==> config.mk <==
export PLATFORM = sky130hd
export DESIGN_NAME = tri_assembler
export DESIGN_NICKNAME = d
export VERILOG_FILES = /design/src/rtl/tri_pkg.sv /design/src/rtl/tri_fifo.sv /design/src/rtl/tri_assembler.sv
export SDC_FILE = /design/constraint.sdc
export NUM_CORES = 1
export LEC_CHECK = 0
export BUFFER_PORTS_ARGS = -buffer_cell sky130_fd_sc_hd__buf_2
export CAP_MARGIN = 20
export CELL_PAD_IN_SITES_DETAIL_PLACEMENT = 1
export CELL_PAD_IN_SITES_GLOBAL_PLACEMENT = 1
export CORE_ASPECT_RATIO = 0.7
export CORE_UTILIZATION = 50
export CTS_CLUSTER_DIAMETER = 40
export DETAILED_ROUTE_END_ITERATION = 8
export HOLD_SLACK_MARGIN = 0.1
export PLACE_DENSITY_LB_ADDON = 0.1
export RECOVER_POWER = 100
export REMOVE_ABC_BUFFERS = 1
export SETUP_SLACK_MARGIN = 0.4
export SYNTH_ARGS = -nofsm -noshare
export SYNTH_HDL_FRONTEND = slang
export SYNTH_HIERARCHICAL = 1
export SYNTH_SLANG_ARGS = --single-unit
==> constraint.sdc <==
create_clock -name clk_in -period 13.1 [get_ports clk_in]
set_input_delay 1.31 -clock clk_in [delete_from_list [all_inputs] [get_ports clk_in]]
set_output_delay 1.31 -clock clk_in [all_outputs]
set_load 0.03 [all_outputs]
==> src/rtl/tri_pkg.sv <==
// Shared types and constants for the triangle assembly path.
//   COORD_W  : width of one projected coordinate (matches tri_proj output)
//   AREA_W   : signed width of the doubled signed-area term used for back-face culling
//   vertex_t : packed {x, y, z}, x in the most significant bits
//   tri_t    : three vertices, [0] = first vertex of the facet
//   vidx_e   : vertex index within the facet being assembled
package tri_pkg;

    localparam int unsigned COORD_W = 9;
    localparam int unsigned AREA_W  = 2 * COORD_W + 2;

    typedef struct packed {
        logic [COORD_W-1:0] x;
        logic [COORD_W-1:0] y;
        logic [COORD_W-1:0] z;
    } vertex_t;

    typedef vertex_t [2:0] tri_t;

    typedef enum logic [1:0] {
        V0,
        V1,
        V2
    } vidx_e;

    // Doubled signed area (x2-x1)*(y3-y1) - (x3-x1)*(y2-y1).
    // Coordinates are unsigned; everything is widened to AREA_W before subtracting,
    // which is enough to hold the full-range result without overflow.
    function automatic logic signed [AREA_W-1:0] tri_area(vertex_t a, vertex_t b, vertex_t c);
        logic signed [AREA_W-1:0] ax, ay, bx, by, cx, cy;
        logic signed [AREA_W-1:0] dx21, dy31, dx31, dy21;
        ax   = {{(AREA_W-COORD_W){1'b0}}, a.x};
        ay   = {{(AREA_W-COORD_W){1'b0}}, a.y};
        bx   = {{(AREA_W-COORD_W){1'b0}}, b.x};
        by   = {{(AREA_W-COORD_W){1'b0}}, b.y};
        cx   = {{(AREA_W-COORD_W){1'b0}}, c.x};
        cy   = {{(AREA_W-COORD_W){1'b0}}, c.y};
        dx21 = bx - ax;
        dy31 = cy - ay;
        dx31 = cx - ax;
        dy21 = by - ay;
        return (dx21 * dy31) - (dx31 * dy21);
    endfunction

endpackage

==> src/rtl/tri_fifo.sv <==
// Synchronous show-ahead FIFO for assembled triangles.
// The head entry is visible on rdata whenever empty is low; pop advances it.
// Read/write pointers carry one extra wrap bit so full and empty are distinguishable.
// Ports:
//   clk    in   clock, posedge
//   rst    in   synchronous active-high reset (empties the FIFO)
//   push   in   write wdata (ignored when full unless a pop happens in the same cycle)
//   wdata  in   entry to write
//   pop    in   drop the head entry (ignored when empty)
//   rdata  out  head entry
//   full   out  DEPTH entries held
//   empty  out  no entries held
module tri_fifo
    import tri_pkg::*;
#(
    parameter int unsigned DEPTH = 8,
    parameter type         T     = tri_t
) (
    input  logic clk,
    input  logic rst,
    input  logic push,
    input  T     wdata,
    input  logic pop,
    output T     rdata,
    output logic full,
    output logic empty
);

    localparam int unsigned AW = $clog2(DEPTH);

    logic [AW:0] wr_ptr_q;
    logic [AW:0] rd_ptr_q;
    T            mem_q [DEPTH];
    logic        push_ok;
    logic        pop_ok;

    assign empty   = (wr_ptr_q == rd_ptr_q);
    assign full    = (wr_ptr_q[AW] != rd_ptr_q[AW]) &&
                     (wr_ptr_q[AW-1:0] == rd_ptr_q[AW-1:0]);
    assign pop_ok  = pop & ~empty;
    // A pop frees the slot this cycle, so a push into a full FIFO is still safe.
    assign push_ok = push & (~full | pop_ok);
    assign rdata   = mem_q[rd_ptr_q[AW-1:0]];

    always_ff @(posedge clk) begin
        if (rst) begin
            wr_ptr_q <= '0;
            rd_ptr_q <= '0;
        end else begin
            if (push_ok) begin
                wr_ptr_q <= wr_ptr_q + {{AW{1'b0}}, 1'b1};
            end
            if (pop_ok) begin
                rd_ptr_q <= rd_ptr_q + {{AW{1'b0}}, 1'b1};
            end
        end
    end

    // Storage needs no reset; only the pointers define validity.
    always_ff @(posedge clk) begin
        if (push_ok) begin
            mem_q[wr_ptr_q[AW-1:0]] <= wdata;
        end
    end

endmodule

==> src/rtl/tri_assembler.sv <==
// Triangle assembler: groups the serial projected-vertex stream (three beats per facet)
// into screen-space triangles, queues them and hands them to the rasterizer with a
// valid/ready handshake. The end-of-object marker is forwarded after the last queued
// triangle of the object has been consumed.
//
// Build option: define BACKFACE_CULL_EN to drop clockwise/degenerate triangles
// (signed area <= 0) and count them on cull_count_out. Without it every triangle is
// queued and cull_count_out is tied to zero.
//
// Ports:
//   clk_in          in   clock, posedge
//   rst_in          in   synchronous active-high reset
//   valid_in        in   vertex beat valid
//   x_in/y_in/z_in  in   projected vertex coordinates
//   obj_done_in     in   1-cycle pulse: object fully sent
//   ready_out       out  vertex beat accepted when valid_in & ready_out
//   vert1..3_out    out  head triangle vertices, packed {x, y, z}
//   valid_tri_out   out  head triangle valid
//   ready_in        in   rasterizer takes the head triangle when valid_tri_out & ready_in
//   obj_done_out    out  1-cycle end-of-object pulse, in order after the last triangle
//   tri_count_out   out  triangles queued since reset (saturating)
//   cull_count_out  out  triangles culled since reset (saturating)
//   partial_err     out  sticky: object ended in the middle of a triangle
module tri_assembler
    import tri_pkg::*;
#(
    parameter int unsigned DEPTH = 8,
    parameter int unsigned CNT_W = 16
) (
    input  logic                 clk_in,
    input  logic                 rst_in,
    input  logic                 valid_in,
    input  logic [COORD_W-1:0]   x_in,
    input  logic [COORD_W-1:0]   y_in,
    input  logic [COORD_W-1:0]   z_in,
    input  logic                 obj_done_in,
    output logic                 ready_out,
    output logic [3*COORD_W-1:0] vert1_out,
    output logic [3*COORD_W-1:0] vert2_out,
    output logic [3*COORD_W-1:0] vert3_out,
    output logic                 valid_tri_out,
    input  logic                 ready_in,
    output logic                 obj_done_out,
    output logic [CNT_W-1:0]     tri_count_out,
    output logic [CNT_W-1:0]     cull_count_out,
    output logic                 partial_err
);

    vidx_e      idx_q;
    vidx_e      idx_d;
    vidx_e      idx_beat;
    vertex_t    h0_q;
    vertex_t    h1_q;
    vertex_t    beat_v;
    tri_t       tri_new;
    tri_t       head;
    logic       fifo_full;
    logic       fifo_empty;
    logic       beat_acc;
    logic       complete;
    logic       cull;
    logic       push;
    logic       pop;
    logic       obj_fire;
    logic       obj_pend_q;
    logic       obj_pend_d;
    logic       partial_err_q;
    logic [CNT_W-1:0] tri_cnt_q;

    assign beat_v  = '{x: x_in, y: y_in, z: z_in};
    assign tri_new = '{2: beat_v, 1: h1_q, 0: h0_q};

    // ---------------------------------------------------------------------------------------
    // Vertex index FSM
    // ---------------------------------------------------------------------------------------
    always_ff @(posedge clk_in) begin
        if (rst_in) begin
            idx_q <= V0;
        end else begin
            idx_q <= idx_d;
        end
    end

    // An end-of-object pulse coinciding with a beat lets the beat land first, then
    // forces the index back to V0; idx_beat is the index after the beat alone.
    always_comb begin
        idx_beat = idx_q;
        if (beat_acc) begin
            unique case (idx_q)
                V0:      idx_beat = V1;
                V1:      idx_beat = V2;
                default: idx_beat = V0;
            endcase
        end
        idx_d = idx_beat;
        if (obj_done_in) begin
            idx_d = V0;
        end
    end

    // Only the closing beat needs FIFO space; ready never depends on ready_in.
    always_comb begin
        ready_out = (idx_q != V2) | ~fifo_full;
        complete  = beat_acc & (idx_q == V2);
    end

    assign beat_acc = valid_in & ready_out;

    // ---------------------------------------------------------------------------------------
    // Hold registers for the first two vertices of the facet
    // ---------------------------------------------------------------------------------------
    always_ff @(posedge clk_in) begin
        if (rst_in) begin
            h0_q <= '0;
            h1_q <= '0;
        end else if (beat_acc) begin
            if (idx_q == V0) begin
                h0_q <= beat_v;
            end
            if (idx_q == V1) begin
                h1_q <= beat_v;
            end
        end
    end

    // ---------------------------------------------------------------------------------------
    // Back-face culling
    // ---------------------------------------------------------------------------------------
`ifdef BACKFACE_CULL_EN
    logic signed [AREA_W-1:0] area;
    logic [CNT_W-1:0]         cull_cnt_q;

    assign area = tri_area(h0_q, h1_q, beat_v);
    // Negative or zero area: clockwise or degenerate.
    assign cull = complete & (area[AREA_W-1] | (area == '0));

    always_ff @(posedge clk_in) begin
        if (rst_in) begin
            cull_cnt_q <= '0;
        end else if (cull && (cull_cnt_q != {CNT_W{1'b1}})) begin
            cull_cnt_q <= cull_cnt_q + CNT_W'(1);
        end
    end

    assign cull_count_out = cull_cnt_q;
`else
    assign cull           = 1'b0;
    assign cull_count_out = '0;
`endif

    assign push = complete & ~cull;
    assign pop  = ~fifo_empty & ready_in;

    // ---------------------------------------------------------------------------------------
    // Triangle queue
    // ---------------------------------------------------------------------------------------
    tri_fifo #(
        .DEPTH (DEPTH),
        .T     (tri_t)
    ) u_fifo (
        .clk   (clk_in),
        .rst   (rst_in),
        .push  (push),
        .wdata (tri_new),
        .pop   (pop),
        .rdata (head),
        .full  (fifo_full),
        .empty (fifo_empty)
    );

    assign valid_tri_out = ~fifo_empty;
    assign vert1_out     = head[0];
    assign vert2_out     = head[1];
    assign vert3_out     = head[2];

    // ---------------------------------------------------------------------------------------
    // End-of-object sequencing and error flag
    // ---------------------------------------------------------------------------------------
    // The marker waits until the queue is drained and no triangle is entering it, so it
    // always trails the object's last triangle. Repeated markers while pending merge.
    assign obj_fire     = obj_pend_q & fifo_empty & ~push;
    assign obj_pend_d   = obj_done_in | (obj_pend_q & ~obj_fire);
    assign obj_done_out = obj_fire;

    always_ff @(posedge clk_in) begin
        if (rst_in) begin
            obj_pend_q    <= 1'b0;
            partial_err_q <= 1'b0;
        end else begin
            obj_pend_q <= obj_pend_d;
            if (obj_done_in && (idx_beat != V0)) begin
                partial_err_q <= 1'b1;
            end
        end
    end

    assign partial_err = partial_err_q;

    // ---------------------------------------------------------------------------------------
    // Statistics
    // ---------------------------------------------------------------------------------------
    always_ff @(posedge clk_in) begin
        if (rst_in) begin
            tri_cnt_q <= '0;
        end else if (push && (tri_cnt_q != {CNT_W{1'b1}})) begin
            tri_cnt_q <= tri_cnt_q + CNT_W'(1);
        end
    end

    assign tri_count_out = tri_cnt_q;

endmodule

==> impl_metrics.csv <==
group,metric,value,unit
run_status,status,"finished, violations left",
run_status,violations,"max-capacitance violations, max-slew violations",
sta,fin_crit,8.31,ns
grt,met2_usage,35.4,%
sta,fin_tns_setup,0,ns
power,power-per-cell-area,154,nW/um^2
grt,antenna_found_initial,1,
detailed_routing,routedWlPerCell,25.6,um
synthesis,syn_area,28300,um^2
detailed_routing,vias,13500,
synthesis,yosysMostFrequentCell,"edfxtp_1",
grt,grtUsageTotal,21.6,%
detailed_routing,drc,0,
floorplan,coreArea,55600,um^2
grt,grt_pass1_vias,14800,
clock_network,clock-sinks,733,
floorplan,rows,72,
grt,overflow,0,
floorplan,pin_count,149,
detailed_routing,drt_iter0_markers,840,
floorplan,dieArea,57500,um^2
setup_path,path_delay_family,"buffers and inverters",
power,ir_worst_vdd,0.105,mV
setup_path,crit_buf_inv,2,
setup_path,critPathKind,"flop to output pin",
synthesis,post_synth.cell_area_avg,20.5,um^2
detailed_routing,dr.pass1.iters,5,
synthesis,yosys_warnings,6,
sta,setup_ws,4.79,ns
floorplan,fp.dieW,286,um
setup_path,r2r_slack,5.08,ns
synthesis,synth_common_cells,"648 x edfxtp_1, 161 x mux4_2, 116 x nand2_1",
flow_run,cap_viol_max_count,22,
synthesis,yosysSeqAreaShare,74.8,%
setup_path,cp_data_arrival_time,7.00,ns
clock_network,clk_path_buf_depth,3,
synthesis,synth_cells,1377,
grt,use_met3,4.19,%
clock_network,ctsResizeCount,0,
sta,setup_violations,0,
detailed_routing,ant_nets,0,
synthesis,ys.flop_type,"edfxtp_1",
synthesis,yosys.area.top_type,"edfxtp_1",
sta,rsz0062_at_grt,"false",
layout,syn_to_final_growth,13.5,%
layout,finish.utilization,57.7,%
layout,drive_above_1_share,24.7,%
detailed_routing,avgViaCountPerCell,5.71,
detailed_routing,drt_wl_total,60.3,mm
floorplan,die_h,201,um
setup_path,cp.required,11.79,ns
sta,hold_viol,0,
clock_network,h-tree-depth,3,
sta,max_freq,120,MHz
placement,dp_slack,8.64,ns
sta,fin_crit_sh,63.5,%
layout,nets,1586,
layout,diodes,0,
power,power,4.94,mW
sta,drv_slew,958,
setup_path,worstPathCellList,"clkbuf_1 -> mux4_2 -> mux2_4 -> clkbuf_1",
power,p_leak,10.3,nW
setup_path,cp-start-kind,"flop",
grt,grt_max_degree,125,
setup_path,path_common_cell,"clkbuf_1",
synthesis,ys_ff_latch,733,
clock_network,cts_hold_buf,0,
clock_network,cts_made_buffers,82,
synthesis,synth_edf_count,648,
sta,hold_slack,0.500,ns
placement,gp_congestion,0.726,
clock_network,root_buffer,"clkbuf_16",
clock_network,clk_pin_slew,0.06,ns
grt,grt_use_met1,29.9,%
sta,tightest_slew,5.03,ns
clock_network,cts_tree,"yes",
sta,fin_skew,0.0186,ns
min_path,min_path_type,"flop to flop",
placement,hpwlAfterDp,30.9,mm
clock_network,post_cts_buffers,0,
synthesis,ys_types,52,
grt,grt_pass1_wl,91.7,mm
setup_path,critPathSlowestCell,"clkbuf_1",
synthesis,yosys-top-cells-area,"edfxtp_1 69%, mux4_2 13%, dfxtp_1 6.0%",
grt,grt_busiest_layer,"met2",
setup_path,worst_setup_path_end_kind,"output pin",
setup_path,cp_max_fo,64,
placement,io_buffers,132,
synthesis,synth_top_area_share,68.8,%
clock_network,worstSkewPairLatency,0.61,ns
floorplan,initial_utilization,50.9,%
sta,maxSlewHeadroom,-235,%
synthesis,synthArstFlopShare,0,%
setup_path,max_stage_delay,2.99,ns
[per-layer routing]
layer	part of all wire (%)	wire, um
met4	1.7	1030
met3	4.2	2540
met5	0.028	17
met2	49	29800
met1	45	26900
[kinds of logic after synthesis]
logic type               share of synthesized area (%)
AND/OR/NAND/NOR                                   3.33
buffers and inverters                             2.18
adder cells (fa/ha/maj)                          0.133
flip-flops                                        74.8
other                                           0.0133
multiplexers                                      17.5
XOR/XNOR                                         0.186
AO/OA/AOI/OAI                                     1.88
[area by class of cell]
| class | count | area (um^2) |
|---|---|---|
| inverters | 8 | 31.3 |
| well taps | 740 | 926 |
| clock inverters | 49 | 548 |
| clock buffers | 102 | 2230 |
| fillers | 4774 | 23500 |
| repair buffers | 160 | 638 |
| flip-flops and latches | 733 | 21200 |
| multi-input cells | 566 | 6560 |
[placed cells by master, fill, tap and decap left out, drive strengths merged, types with 2 or more instances in the layout]
cell / synthesis / final
or3: 8 / 8
nor4b: 2 / 2
o31ai: 8 / 8
clkinv: 1 / 25
bufinv: 0 / 8
mux4: 162 / 162
mux2i: 3 / 3
clkbuf: 23 / 245
xnor2: 4 / 4
or4: 7 / 7
o21ai: 8 / 8
nor2b: 5 / 5
conb: 1 / 16
dfxtp: 85 / 85
buf: 62 / 17
nand3b: 2 / 2
nand2b: 7 / 7
and3: 3 / 3
nand3: 7 / 7
nand2: 116 / 116
inv: 7 / 20
and4: 2 / 2
nor3: 9 / 9
nand4: 8 / 8
a21oi: 73 / 73
ha: 3 / 3
edfxtp: 648 / 648
nor2: 14 / 14
mux2: 85 / 85
clkinvlp: 0 / 4
xor2: 2 / 2
[path summary, 6_finish.rpt]
check                     start                   to  cells after the start
max                        flop        vert1_out[25]                      4
min                 partial_err          partial_err                      2
max reg2reg  u_fifo/wr_ptr_q[1]  u_fifo/mem_q[6][13]                      8
min reg2reg         partial_err          partial_err                      2
[tightest hold or removal path: stages (launching register included)]
cell	delay, ns
dfxtp_1	0.34
a21oi_1	0.05
nor2_1	0.07
[stage by stage]
stage          instance area (um^2)  std cells
2_1_floorplan                 27800       1307
5_1_grt                       32100       2358
4_1_cts                       32400       2357
6_report                      32100       2358
3_5_place_dp                  29600       2206
3_3_place_gp                  29600       2206
[state kept, by name, summed over array words and instances (netlist names), named ones only]
register	count
obj_pend_q	1
u_fifo/wr_ptr_q	4
h1_q	27
h0_q	27
idx_q	2
partial_err	1
tri_count_out	16
u_fifo/mem_q	648
u_fifo/rd_ptr_q	4
[power by group]
group	leakage (nW)	switching (mW)	internal, mW
sequential	6.82	0.0157	2.54
combinational	2.13	0.0450	0.0113
clock	1.36	0.943	1.39
(Power assumes the default switching activity.)
